### config.mk
export PLATFORM = sky130hd
export DESIGN_NAME = audio_pwm_sink
export DESIGN_NICKNAME = d
export VERILOG_FILES = /design/src/rtl/audio_pkg.sv /design/src/rtl/audio_pwm_modulator.sv /design/src/rtl/audio_pwm_sink.sv
export SDC_FILE = /design/constraint.sdc
export NUM_CORES = 1
export LEC_CHECK = 0
export CAP_MARGIN = 40
export CORE_UTILIZATION = 45
export CTS_BUF_LIST = sky130_fd_sc_hd__clkbuf_16
export CTS_CLUSTER_SIZE = 10
export DETAILED_ROUTE_END_ITERATION = 8
export HOLD_SLACK_MARGIN = 0.08
export PLACE_DENSITY = 0.7
export SLEW_MARGIN = 20
export SYNTH_ARGS = -nofsm -noshare
export SYNTH_HDL_FRONTEND = slang
export SYNTH_SLANG_ARGS = --single-unit
### constraint.sdc
create_clock -name CLK -period 3.8 [get_ports CLK]
set_input_delay 0.57 -clock CLK [delete_from_list [all_inputs] [get_ports CLK]]
set_output_delay 0.57 -clock CLK [all_outputs]
set_load 0.02 [all_outputs]
### src/rtl/audio_pkg.sv
// Shared audio definitions for the PWM sink and the BRAM players that feed it.
//   audio_sample_t  : 8-bit unsigned sample, AUDIO_MIDSCALE is silence
//   pwm_state_t     : soft start/stop sequencer states
//   step_toward     : moves a level one code toward a target (ramp helper)
package audio_pkg;

  typedef logic [7:0] audio_sample_t;

  localparam audio_sample_t AUDIO_MIDSCALE = 8'h80;

  typedef enum logic [1:0] {
    OFF       = 2'd0,
    RAMP_UP   = 2'd1,
    PLAY      = 2'd2,
    RAMP_DOWN = 2'd3
  } pwm_state_t;

  function automatic audio_sample_t step_toward(input audio_sample_t cur,
                                                input audio_sample_t tgt);
    audio_sample_t res;
    res = cur;
    if (cur < tgt) begin
      res = cur + 8'd1;
    end else if (cur > tgt) begin
      res = cur - 8'd1;
    end
    return res;
  endfunction

endpackage

### src/rtl/audio_pwm_modulator.sv
// Single-bit PWM carrier generator.
// Ports:
//   CLK, RESET_N : clock, asynchronous active-low reset
//   duty_next    : duty to adopt at the next period boundary
//   clear        : forces the duty register and carrier low
//   pwm_out      : registered carrier, high while counter < duty
//   period_end   : high on the last cycle of each 256-cycle period
module audio_pwm_modulator
  import audio_pkg::*;
(
  input  logic       CLK,
  input  logic       RESET_N,
  input  logic [7:0] duty_next,
  input  logic       clear,
  output logic       pwm_out,
  output logic       period_end
);

  logic [7:0]    cnt_q, cnt_d;
  audio_sample_t duty_q, duty_d;
  logic          pwm_q, pwm_d;

  assign period_end = (cnt_q == 8'hFF);

  always_comb begin
    cnt_d  = cnt_q + 8'd1;
    duty_d = duty_q;
    pwm_d  = (cnt_q < duty_q);
    // Duty only changes on the wrap so a period is never split.
    if (period_end) begin
      duty_d = duty_next;
    end
    if (clear) begin
      duty_d = '0;
      pwm_d  = 1'b0;
    end
  end

  always_ff @(posedge CLK or negedge RESET_N) begin
    if (!RESET_N) begin
      cnt_q  <= '0;
      duty_q <= '0;
      pwm_q  <= 1'b0;
    end else begin
      cnt_q  <= cnt_d;
      duty_q <= duty_d;
      pwm_q  <= pwm_d;
    end
  end

  assign pwm_out = pwm_q;

endmodule

### src/rtl/audio_pwm_sink.sv
// Consumer of the 8-bit sample_tick audio stream: latches samples, drives the
// PWM carrier to the mono filter/amplifier, sequences the amplifier shutdown
// pin and substitutes midscale silence when the stream stalls.
// Optional feature macro: AUDIO_PWM_SOFT_RAMP_EN (soft start/stop ramps).
// Ports:
//   CLK, RESET_N     : clock, asynchronous active-low reset
//   enable           : 1 = play, 0 = silence and shut down
//   audio_sample_in  : unsigned sample, 0x80 = silence
//   sample_tick      : one-cycle strobe qualifying audio_sample_in
//   pwm_out          : registered PWM carrier
//   amp_sd_n         : amplifier enable (0 = shutdown)
//   underrun         : one-cycle pulse when the watchdog expires
//   playing          : high only in PLAY
module audio_pwm_sink
  import audio_pkg::*;
#(
  parameter int unsigned CLK_FREQ_HZ     = 100_000_000,
  parameter int unsigned SAMPLE_RATE_HZ  = 16_000,
  parameter int unsigned WATCHDOG_CYCLES = 2 * (CLK_FREQ_HZ / SAMPLE_RATE_HZ),
  parameter int unsigned RAMP_DIV        = 4
) (
  input  logic       CLK,
  input  logic       RESET_N,
  input  logic       enable,
  input  logic [7:0] audio_sample_in,
  input  logic       sample_tick,
  output logic       pwm_out,
  output logic       amp_sd_n,
  output logic       underrun,
  output logic       playing
);

  localparam int unsigned WD_W = $clog2(WATCHDOG_CYCLES);
  localparam logic [WD_W-1:0] WD_LAST = WD_W'(WATCHDOG_CYCLES - 1);

  if (WATCHDOG_CYCLES < 2) begin : g_bad_watchdog
    $error("WATCHDOG_CYCLES must be at least 2");
  end
  if (RAMP_DIV < 1) begin : g_bad_ramp_div
    $error("RAMP_DIV must be at least 1");
  end
  if (SAMPLE_RATE_HZ == 0) begin : g_bad_rate
    $error("SAMPLE_RATE_HZ must be non-zero");
  end

  pwm_state_t      state_q, state_d;
  audio_sample_t   sample_q, sample_d;
  logic [WD_W-1:0] wd_q, wd_d;
  logic            underrun_q, underrun_d;
  logic            amp_q, amp_d;
  logic            playing_q, playing_d;
  audio_sample_t   duty_next;
  logic            period_end;

  // Sample capture and underrun watchdog. A tick always wins over expiry.
  always_comb begin
    sample_d   = sample_q;
    wd_d       = wd_q;
    underrun_d = 1'b0;
    if (sample_tick) begin
      sample_d = audio_sample_in;
      wd_d     = '0;
    end else if (state_q != PLAY) begin
      wd_d = '0;
    end else if (wd_q == WD_LAST) begin
      sample_d   = AUDIO_MIDSCALE;
      wd_d       = '0;
      underrun_d = 1'b1;
    end else begin
      wd_d = wd_q + 1'b1;
    end
  end

`ifdef AUDIO_PWM_SOFT_RAMP_EN
  localparam int unsigned DIV_W = (RAMP_DIV > 1) ? $clog2(RAMP_DIV) : 1;
  localparam logic [DIV_W-1:0] DIV_LAST = DIV_W'(RAMP_DIV - 1);

  audio_sample_t  level_q, level_d;
  logic [DIV_W-1:0] div_q, div_d;
  // Copy of the duty currently being modulated; becomes the ramp-down start.
  audio_sample_t  duty_cur_q, duty_cur_d;
  logic           ramp_step;

  always_comb begin
    state_d    = state_q;
    level_d    = level_q;
    div_d      = div_q;
    duty_cur_d = duty_cur_q;
    ramp_step  = period_end && (div_q == DIV_LAST);
    if (period_end) begin
      duty_cur_d = duty_next;
      div_d      = (div_q == DIV_LAST) ? '0 : div_q + 1'b1;
    end
    unique case (state_q)
      OFF: begin
        if (enable) state_d = RAMP_UP;
      end
      RAMP_UP: begin
        if (!enable) begin
          state_d = RAMP_DOWN;
        end else if (level_q == AUDIO_MIDSCALE) begin
          state_d = PLAY;
          level_d = sample_q;
        end else if (ramp_step) begin
          // A reversed ramp may start above midscale and must walk down.
          level_d = step_toward(level_q, AUDIO_MIDSCALE);
        end
      end
      PLAY: begin
        if (!enable) begin
          state_d = RAMP_DOWN;
          level_d = duty_cur_q;
        end
      end
      RAMP_DOWN: begin
        if (enable) begin
          state_d = RAMP_UP;
        end else if (level_q == '0) begin
          state_d = OFF;
        end else if (ramp_step) begin
          level_d = level_q - 8'd1;
        end
      end
      default: state_d = OFF;
    endcase
    if (state_d != state_q) begin
      div_d = '0;
    end
  end

  always_comb begin
    unique case (state_q)
      PLAY:              duty_next = sample_q;
      RAMP_UP, RAMP_DOWN: duty_next = level_q;
      default:           duty_next = '0;
    endcase
  end

  always_ff @(posedge CLK or negedge RESET_N) begin
    if (!RESET_N) begin
      level_q    <= '0;
      div_q      <= '0;
      duty_cur_q <= '0;
    end else begin
      level_q    <= level_d;
      div_q      <= div_d;
      duty_cur_q <= duty_cur_d;
    end
  end
`else
  // Without ramps the carrier switches straight between silence and samples.
  logic unused_period_end;
  assign unused_period_end = period_end;

  always_comb begin
    state_d = state_q;
    unique case (state_q)
      OFF:     if (enable)  state_d = PLAY;
      PLAY:    if (!enable) state_d = OFF;
      default: state_d = OFF;
    endcase
  end

  assign duty_next = (state_q == PLAY) ? sample_q : '0;
`endif

  // Status outputs are decoded from the next state so they line up with it.
  always_comb begin
    amp_d     = (state_d != OFF);
    playing_d = (state_d == PLAY);
  end

  always_ff @(posedge CLK or negedge RESET_N) begin
    if (!RESET_N) begin
      state_q    <= OFF;
      sample_q   <= AUDIO_MIDSCALE;
      wd_q       <= '0;
      underrun_q <= 1'b0;
      amp_q      <= 1'b0;
      playing_q  <= 1'b0;
    end else begin
      state_q    <= state_d;
      sample_q   <= sample_d;
      wd_q       <= wd_d;
      underrun_q <= underrun_d;
      amp_q      <= amp_d;
      playing_q  <= playing_d;
    end
  end

  audio_pwm_modulator u_mod (
    .CLK        (CLK),
    .RESET_N    (RESET_N),
    .duty_next  (duty_next),
    .clear      (state_q == OFF),
    .pwm_out    (pwm_out),
    .period_end (period_end)
  );

  assign amp_sd_n = amp_q;
  assign underrun = underrun_q;
  assign playing  = playing_q;

endmodule

# Word-level counts from Yosys, hierarchy flattened
# Index checks and enable logic that the tools add are counted.
[totals]
output_inout_bits = 4
memories = 0
latch_bits = 0
register_bits = 44
ram_bits = 0
wordCells = 39
mem_bits_ro = 0
[classes]
eq_ne = 6
addsub = 2
shift = 0
n_reduce_logical = 5
mul = 0
bitwise = 0
magnitude_cmp = 1
n_mux = 16
n_div = 0
[op_table]
columns = ["op", "n"]
rows = [
  ["2-to-1 mux 8 bit", 6],
  ["2-to-1 mux 14 bit", 3],
  ["adder 14 x 1 -> 14 bit, second input constant", 1],
  ["equality test 14 bit, second input constant", 1],
  ["adder 8 x 1 -> 8 bit, second input constant", 1],
  ["equality test 8 bit, second input constant", 1],
  ["less-than comparator 8 bit", 1],
  ["nonzero test 2 bit", 3],
  ["equality test 2 bit, second input constant", 2],
  ["2-to-1 mux 1 bit", 4],
  ["2-to-1 mux 2 bit", 2],
  ["!= test 2 bit, second input constant", 2],
  ["case mux 2 bit (2 select lines)", 1],
  ["zero test 2 bit", 1],
  ["AND reduction 2 bit", 1],
]

# Depth between registers and ports, before layout
# Gate-level depths: netlist of run 1.
[logic_depth]
word_depth = 4
depth_mapped = 6
ltp_nobuf = 5

# Modules after synthesis
# From an unflattened synthesis of run 1, not the netlist that was laid out.
[unflattened]
hier_cells = 195
hier_area_um2 = 2147.1
[by_module_without_submodules]
columns = ["mod", "cells_per_inst", "n_inst", "area_per_inst_um2"]
rows = [
  ["audio_pwm_sink", 111, 1, 1221.2],
  ["audio_pwm_modulator", 84, 1, 925.9],
]

# Worst setup path after synthesis of run 1
# No wires, ideal clock.
[synth_path]
path_type = "register to register"
start = "reg wd_q[0]"
end = "reg sample_q[0]"
n_path_buf = 1
path_stages_with_launch = 7
setup_time_ns = 0.121
arrival_time_ns = 1.395
period_less_slack_ns = 1.516
slack_ns = 2.284
cell_sequence = "dfrtp_1 -> ha_1 -> and3_1 -> nand4_1 -> o21ba_1 -> buf_6 -> a22o_1"
[synth_between]
elab_chain_len = 3
[synth_lines]
columns = ["item", "line", "text"]
rows = [
  ["start, declared", "audio_pwm_sink.sv:48", "logic [WD_W-1:0] wd_q, wd_d;"],
  ["start signal, assigned", "audio_pwm_sink.sv:184", "wd_q <= wd_d;"],
  ["equality test 14 bit", "audio_pwm_sink.sv:65", "end else if (wd_q == WD_LAST) begin"],
  ["nonzero test 2 bit (no line)", "n/a", ""],
  ["AND reduction 2 bit (no line)", "n/a", ""],
  ["end signal, assigned", "audio_pwm_sink.sv:183", "sample_q <= sample_d;"],
  ["end, declared", "audio_pwm_sink.sv:47", "audio_sample_t sample_q, sample_d;"],
]
# No other way between the ends.
# A chain may end at the register's enable or synchronous reset.

# Worst setup path after layout of run 1
[layout_path]
start = "reg underrun_q, in the netlist underrun"
end = "out underrun"
[layout_rtl]
columns = ["item", "line", "text"]
rows = [
  ["start, declared", "audio_pwm_sink.sv:49", "logic underrun_q, underrun_d;"],
  ["start signal, assigned", "audio_pwm_sink.sv:185", "underrun_q <= underrun_d;"],
  ["end, declared", "audio_pwm_sink.sv:29", "output logic underrun,"],
]
# No word-level cell between the ends.

==> results.tsv, run 1 <==
stage	metric	value	unit
logic_synthesis	yosysWarnings	0	
timing	worstMarginPinSlew	0.668	ns
logic_synthesis	synth.top_cells.by_area	dfrtp_1 (55%), a22o_1 (6.7%), xor2_1 (5.8%), ha_1 (5.8%), nor2_1 (2.9%)	
logic_synthesis	seq_area_frac_synth	56.5	%
logic_synthesis	synth_edf_count	0	
clocking	clk_pin_slew_worst_paths	0.06	ns
timing	fin_tns_setup	0	ns
route	num_vias	1284	
worst_setup_path	crit_type	flop to primary output	
finish	stdcell_count	235	
worst_setup_path	worstPathArrival	1.22	ns
power	cellLeakagePower	1.02	nW
logic_synthesis	synthArstFlopShare	100	%
worst_setup_path	crit_path_cell_trace	clkdlybuf4s50_1	
route	dr.pass1.iters	4	
worst_setup_path	cp_max_fo	1	
clocking	cts_made_buffers	5	
clocking	clk-insertion-delay-late	0.28	ns
worst_setup_path	path_buf_inv	1	
worst_setup_path	cpMaxStageDelayCell	clkdlybuf4s50_1	
finish	layout-drive-gt1-share	6.49	%
worst_setup_path	slowest_delay	0.61	ns
clocking	clock-root-buffer	clkbuf_16	
outcome	outcome	complete, no violations	
timing	period_minus_slack	1.79	ns
logic_synthesis	dominantRegCellSynth	dfrtp_1	
timing	clock_skew	0.00442	ns
logic_synthesis	synth_top_area_share	55.1	%
timing	hold_viol	0	
finish	fill_cells	359	
placement	placed_cell_area	2140	um^2
job	maxCapViolCount	0	
logic_synthesis	synth_most_common_cell	dfrtp_1	
clocking	cts_tree	yes	
clocking	post_cts_buffers	0	
worst_setup_path	start_kind	flop	
finish	syn2layout_area_growth	17.1	%
floorplan	die_area	4600	um^2
clocking	post_cts_resized	0	
power	irDropWorstVdd	0.000308	V
floorplan	die_width	67.9	um
placement	dp_cells	227	
route	wl	3370	um
worst_setup_path	critical_path_required	3.23	ns
timing	worst_slew_margin_rel	55.3	%
placement	portBuffers	15	
clocking	cts.sinks	44	
route	drc	0	
timing	fmax	0.560	GHz
floorplan	io_pins	16	
route	wire_per_inst	14.3	um
clocking	htree_levels	2	
worst_setup_path	critPathCaptureType	primary output	
timing	rsz0062_at_grt	no	
worst_hold_path	hold_class	input port to async pin	
logic_synthesis	yosysTopAreaCell	dfrtp_1	
global_route	grt_max_degree	31	
route	vias_per_cell	5.46	
logic_synthesis	synthCells	166	
timing	post-route-period-util	47.0	%
logic_synthesis	ys_top_cells_by_count	dfrtp_1 (43), a22o_1 (15), nor2_1 (15)	
floorplan	initial_core_util	47.8	%
timing	finalSetupViolCount	0	
global_route	grt_pass1_wl	5710	um
logic_synthesis	synth_nets	187	
clocking	cts.path.max_buffers	2	
floorplan	core_area	4090	um^2
finish	final_area	2280	um^2
global_route	grt_antenna_before_repair	0	
floorplan	row_count	23	
placement	place_ws	1.86	ns
logic_synthesis	synth_cell_types	34	
floorplan	die_h	67.9	um
placement	gp_congestion	0.763	
finish	layout.nets	205	
timing	slew_violations	0	
route	drtIter0Drc	15	
placement	hpwl	2450	um
global_route	grt_overflow_total	0	
logic_synthesis	yosys_register_bits	44	
global_route	grtUsageTotal	17.8	%
global_route	grt_pass1_vias	1262	
timing	setup_ws	2.01	ns
worst_setup_path	critPathTopFamily	buffers and inverters	
power	power.density	407	nW/um^2
route	drtAntennaViolNets	0	
finish	n_antenna_cell	0	
logic_synthesis	syn_area	1950	um^2
logic_synthesis	synth.avg_cell_area	11.8	um^2
clocking	ctsHoldBuffers	0	
timing	whs	0.192	ns
per-stage QoR:
stage	util [%]	total power [W]
3_5_place_dp	52.4	0.000537
3_3_place_gp	52.0	0.000533
6_report	55.9	0.000930
2_1_floorplan	-	0.000509
4_1_cts	55.9	0.000943
5_1_grt	55.9	0.000964
per-layer routing:
metal	global-route usage [%]	up-vias	wire, um
met5	0	-	0
met4	9.38	0	63
met3	5.67	4	145
met2	27.0	26	1650
met1	22.7	632	1510
li1	-	622	-
registers in the layout, summed over array words and instances, names as in the netlist:
name	cells
state_q	2
u_mod.pwm_out	1
u_mod.duty_q	8
u_mod.cnt_q	8
playing	1
sample_q	8
underrun	1
wd_q	14
amp_sd_n	1
cell type report:
cell class | instances | area (um^2) | area share, %
Timing Repair Buffer | 16 | 165 | 7.23
Inverter | 9 | 33.8 | 1.48
Multi-Input combinational cell | 108 | 779 | 34.1
Tap cell | 50 | 62.6 | 2.74
Clock inverter | 3 | 16.3 | 0.712
Clock buffer | 5 | 125 | 5.48
Sequential cell | 44 | 1100 | 48.2
power breakdown:
group	switching, W	internal, W	total, W
Clock	0.000163	0.000239	0.000402
Sequential	0.00000593	0.000479	0.000485
Combinational	0.0000217	0.0000211	0.0000428
final timing paths:
path	start	end	slack, ns	cells after the start
setup / recovery	underrun	underrun	2.01	1
hold / removal	RESET_N	wd_q[10]	0.19	1
setup reg to reg	wd_q[0]	sample_q[1]	2.09	5
hold reg to reg	wd_q[0]	wd_q[0]	0.46	1
max in group asynchronous	RESET_N	sample_q[7]	3.08	2
min in group CLK	wd_q[0]	wd_q[0]	0.46	1
logic make-up (layout without fill, tap and decap cells):
family / after synthesis / in the layout / synth area share, %
other: 1 / 1 / 0.192
XOR/XNOR: 17 / 17 / 7.63
AND/OR/NAND/NOR: 55 / 55 / 15.8
flip-flops: 44 / 44 / 56.5
buffers and inverters: 14 / 33 / 3.59
AO/OA/AOI/OAI: 26 / 26 / 10.6
adder cells (fa/ha/maj): 9 / 9 / 5.77
placed cells by master, fill, tap and decap left out, types with 2 or more instances in the layout:
master	n
nand3_1	8
o21a_1	2
dfrtp_1	43
nor2b_1	4
clkdlybuf4s50_1	14
and2_1	2
xor2_1	13
and4_1	3
clkbuf_16	5
or4_1	2
and3_1	5
nand2b_1	2
a22o_1	15
inv_1	10
nand2_1	4
nor2_1	15
a21oi_1	3
nand4_1	5
ha_1	9
xnor2_1	4
Note: power is estimated with default switching activity, not from simulation.
==> inputs of run 2 (changes only) <==
- clock period: 3.8 -> 1.7 ns (I/O delays scaled with it)
==> run 2 against run 1 <==
  * Sequential cell count did not move
  * Sequential share of layout area fell by 1.6 points
  * Count of clock-buffer cells in the layout did not move
  * Combinational power rose by 130%
  * First-iteration DRC count rose to 2.7 times the previous value
  * Total power rose by 140%
  * Critical path depth rose by 3
  * Sequential power rose by 120%
  * Die area did not move
  * Critical path type is now flop to flop
==> results.tsv, run 2 (same netlist as run 1, synthesis figures left out) <==
stage	metric	value	unit	change
placement	hpwl	2500	um	+1.8%
floorplan	row_count	23		unchanged
global_route	met1_usage	23.4	%	+0.71 points
finish	regMostFlops	wd_q		
timing	post-route-period-util	92.4	%	
global_route	grt_pass1_vias	1302		+3.2%
route	num_vias	1299		+1.2%
finish	layout.nets	210		+2.4%
worst_setup_path	cpMaxStageDelayCell	dfrtp_1		
timing	rsz0062_at_grt	yes		
floorplan	initial_core_util	47.8	%	unchanged
clocking	cts.sinks	44		unchanged
route	drtIter0Drc	41		+26
clocking	clk_pin_slew_worst_paths	0.06	ns	about the same
global_route	grtUsageMet3	4.67	%	-1.0 points
worst_hold_path	hold_class	flop to flop		
route	dr.pass1.iters	6		+2
job	maxCapViolCount	0		unchanged
floorplan	die_area	4600	um^2	unchanged
clocking	cts_made_buffers	5		unchanged
power	irDropWorstVdd	0.000786	V	+160%
clocking	clk-insertion-delay-late	0.28	ns	about the same
global_route	use_met2	28.0	%	+0.99 points
worst_setup_path	start_kind	flop		
power	cellLeakagePower	1.06	nW	+3.5%
worst_setup_path	cp_max_fo	8		+7
worst_hold_path	min-delay-start	wd_q[0]		
finish	layout-drive-gt1-share	10.0	%	+3.5 points
clocking	cts_tree	yes		
worst_setup_path	r2r_start	wd_q[11]		
worst_hold_path	hold_depth	1		
placement	gp_congestion	0.836		+9.6%
floorplan	die_width	67.9	um	unchanged
global_route	busiest_layer	met2		
global_route	grt_antenna_before_repair	0		unchanged
outcome	outcome	complete, no violations		
timing	fin_tns_setup	0	ns	unchanged
floorplan	io_pins	16		unchanged
finish	largest_reg_flops	14		unchanged
timing	slew_violations	0		unchanged
clocking	post_cts_buffers	0		unchanged
route	drtAntennaViolNets	0		unchanged
worst_setup_path	reg2reg_to	sample_q[0]		
timing	whs	0.448	ns	+0.255 ns
timing	clock_skew	0.00223	ns	-0.00219 ns
finish	register_area	1100	um^2	unchanged
worst_setup_path	slowest_delay	0.42	ns	-0.19 ns
timing	hold_viol	0		unchanged
worst_setup_path	critical_path_required	1.86	ns	-1.37 ns
worst_setup_path	crit_type	flop to flop		
finish	postLayoutCoreUtil	57.8	%	+1.9 points
power	p_total	0.00224	W	+140%
worst_setup_path	critPathCaptureType	flop		
finish	fill_cells	327		-8.9%
timing	fmax	0.637	GHz	
route	vias_per_cell	5.41		-0.94%
finish	n_antenna_cell	0		unchanged
global_route	grt_pass1_wl	5910	um	+3.5%
finish	syn2layout_area_growth	21.1	%	
worst_hold_path	worstHoldEndpoint	wd_q[0]		
timing	period_minus_slack	1.57	ns	
finish	layout_commonest_cell	dfrtp_1		
finish	final_cell_mix	dfrtp_1 (43), nor2_1 (15), a22o_1 (15), clkdlybuf4s50_1 (14), xor2_1 (13)		
route	wl	3430	um	+1.9%
floorplan	core_area	4090	um^2	unchanged
route	wire_per_inst	14.3	um	-0.25%
worst_setup_path	crit_path_cell_trace	nor4b_2, nand4_1, o21ba_2, a22o_1		
global_route	grt_max_degree	26		-16%
global_route	grt_overflow_total	0		unchanged
route	drc	0		unchanged
clocking	cts.path.max_buffers	2		unchanged
worst_setup_path	worstPathArrival	1.73	ns	+0.51 ns
floorplan	die_h	67.9	um	unchanged
worst_setup_path	reg2reg_depth	4		-1
clocking	clock-root-buffer	clkbuf_16		
clocking	htree_levels	2		unchanged
power	power.density	948	nW/um^2	+130%
finish	multiInputGateArea	792	um^2	+1.6%
global_route	grtUsageTotal	17.7	%	-0.084 points
placement	portBuffers	15		unchanged
worst_setup_path	reg2reg_slack	0.13	ns	-1.96 ns
timing	finalSetupViolCount	0		unchanged
[run 2: worst max path at each step]
| stage | start | endpoint | slack (ns) | cells after the start |
|---|---|---|---|---|
| final | wd_q[11] | sample_q[0] | 0.13 | 4 |
| after global placement | wd_q[10] | sample_q[0] | 0.11 | 4 |
| after CTS | u_mod.cnt_q[0] | u_mod.duty_q[6] | 0.02 | 4 |
| after detailed placement | u_mod.cnt_q[0] | u_mod.duty_q[6] | 0.04 | 4 |
| after floorplan | wd_q[0] | sample_q[0] | 0.18 | 6 |
| after global routing | wd_q[11] | wd_q[12] | -0.02 | 4 |
[run 2: layout make-up]
cell class                 instances  area share (%)
timing repair buffer              21            8.68
tap                               50            2.65
clock inverter                     3            1.80
clock buffer                       5            5.29
inverter                           9            1.43
sequential                        44            46.6
multi-input combinational        108            33.5
[run 2: repair_timing]
action                     4_1_cts  5_1_grt
hold endpoints to repair        19        0
gates resized for setup          0        3
setup endpoints to repair        0       27
hold buffers                     1        0
[run 2: per-layer routing]
layer  up-vias  share of wire, %
met2        27                48
met5         -                 0
met1       638                46
li1        626                 -
met4         0               1.6
met3         8               4.0
[run 2: where the power goes]
part | leakage, nW | total [W] | internal [W] | switching [W]
clock | 0.0814 | 0.00105 | 0.000689 | 0.000366
combinational | 0.396 | 0.0000999 | 0.0000509 | 0.0000491
sequential | 0.579 | 0.00109 | 0.00107 | 0.0000150
[run 2: worst max-delay path, delay by kind of cell, from the launching register on]
family	cells	cell delay, ns
flip-flops	1	0.42
AND/OR/NAND/NOR	2	0.50
AO/OA/AOI/OAI	2	0.53
[run 2: metrics by stage]
step	area (um^2)	cells	setup slack, ns
3_5_place_dp	2170	231	0.0390
5_1_grt	2360	240	-0.0225
4_1_cts	2350	240	0.0166
3_3_place_gp	2170	231	0.114
2_1_floorplan	1950	166	0.184
6_report	2360	240	0.130
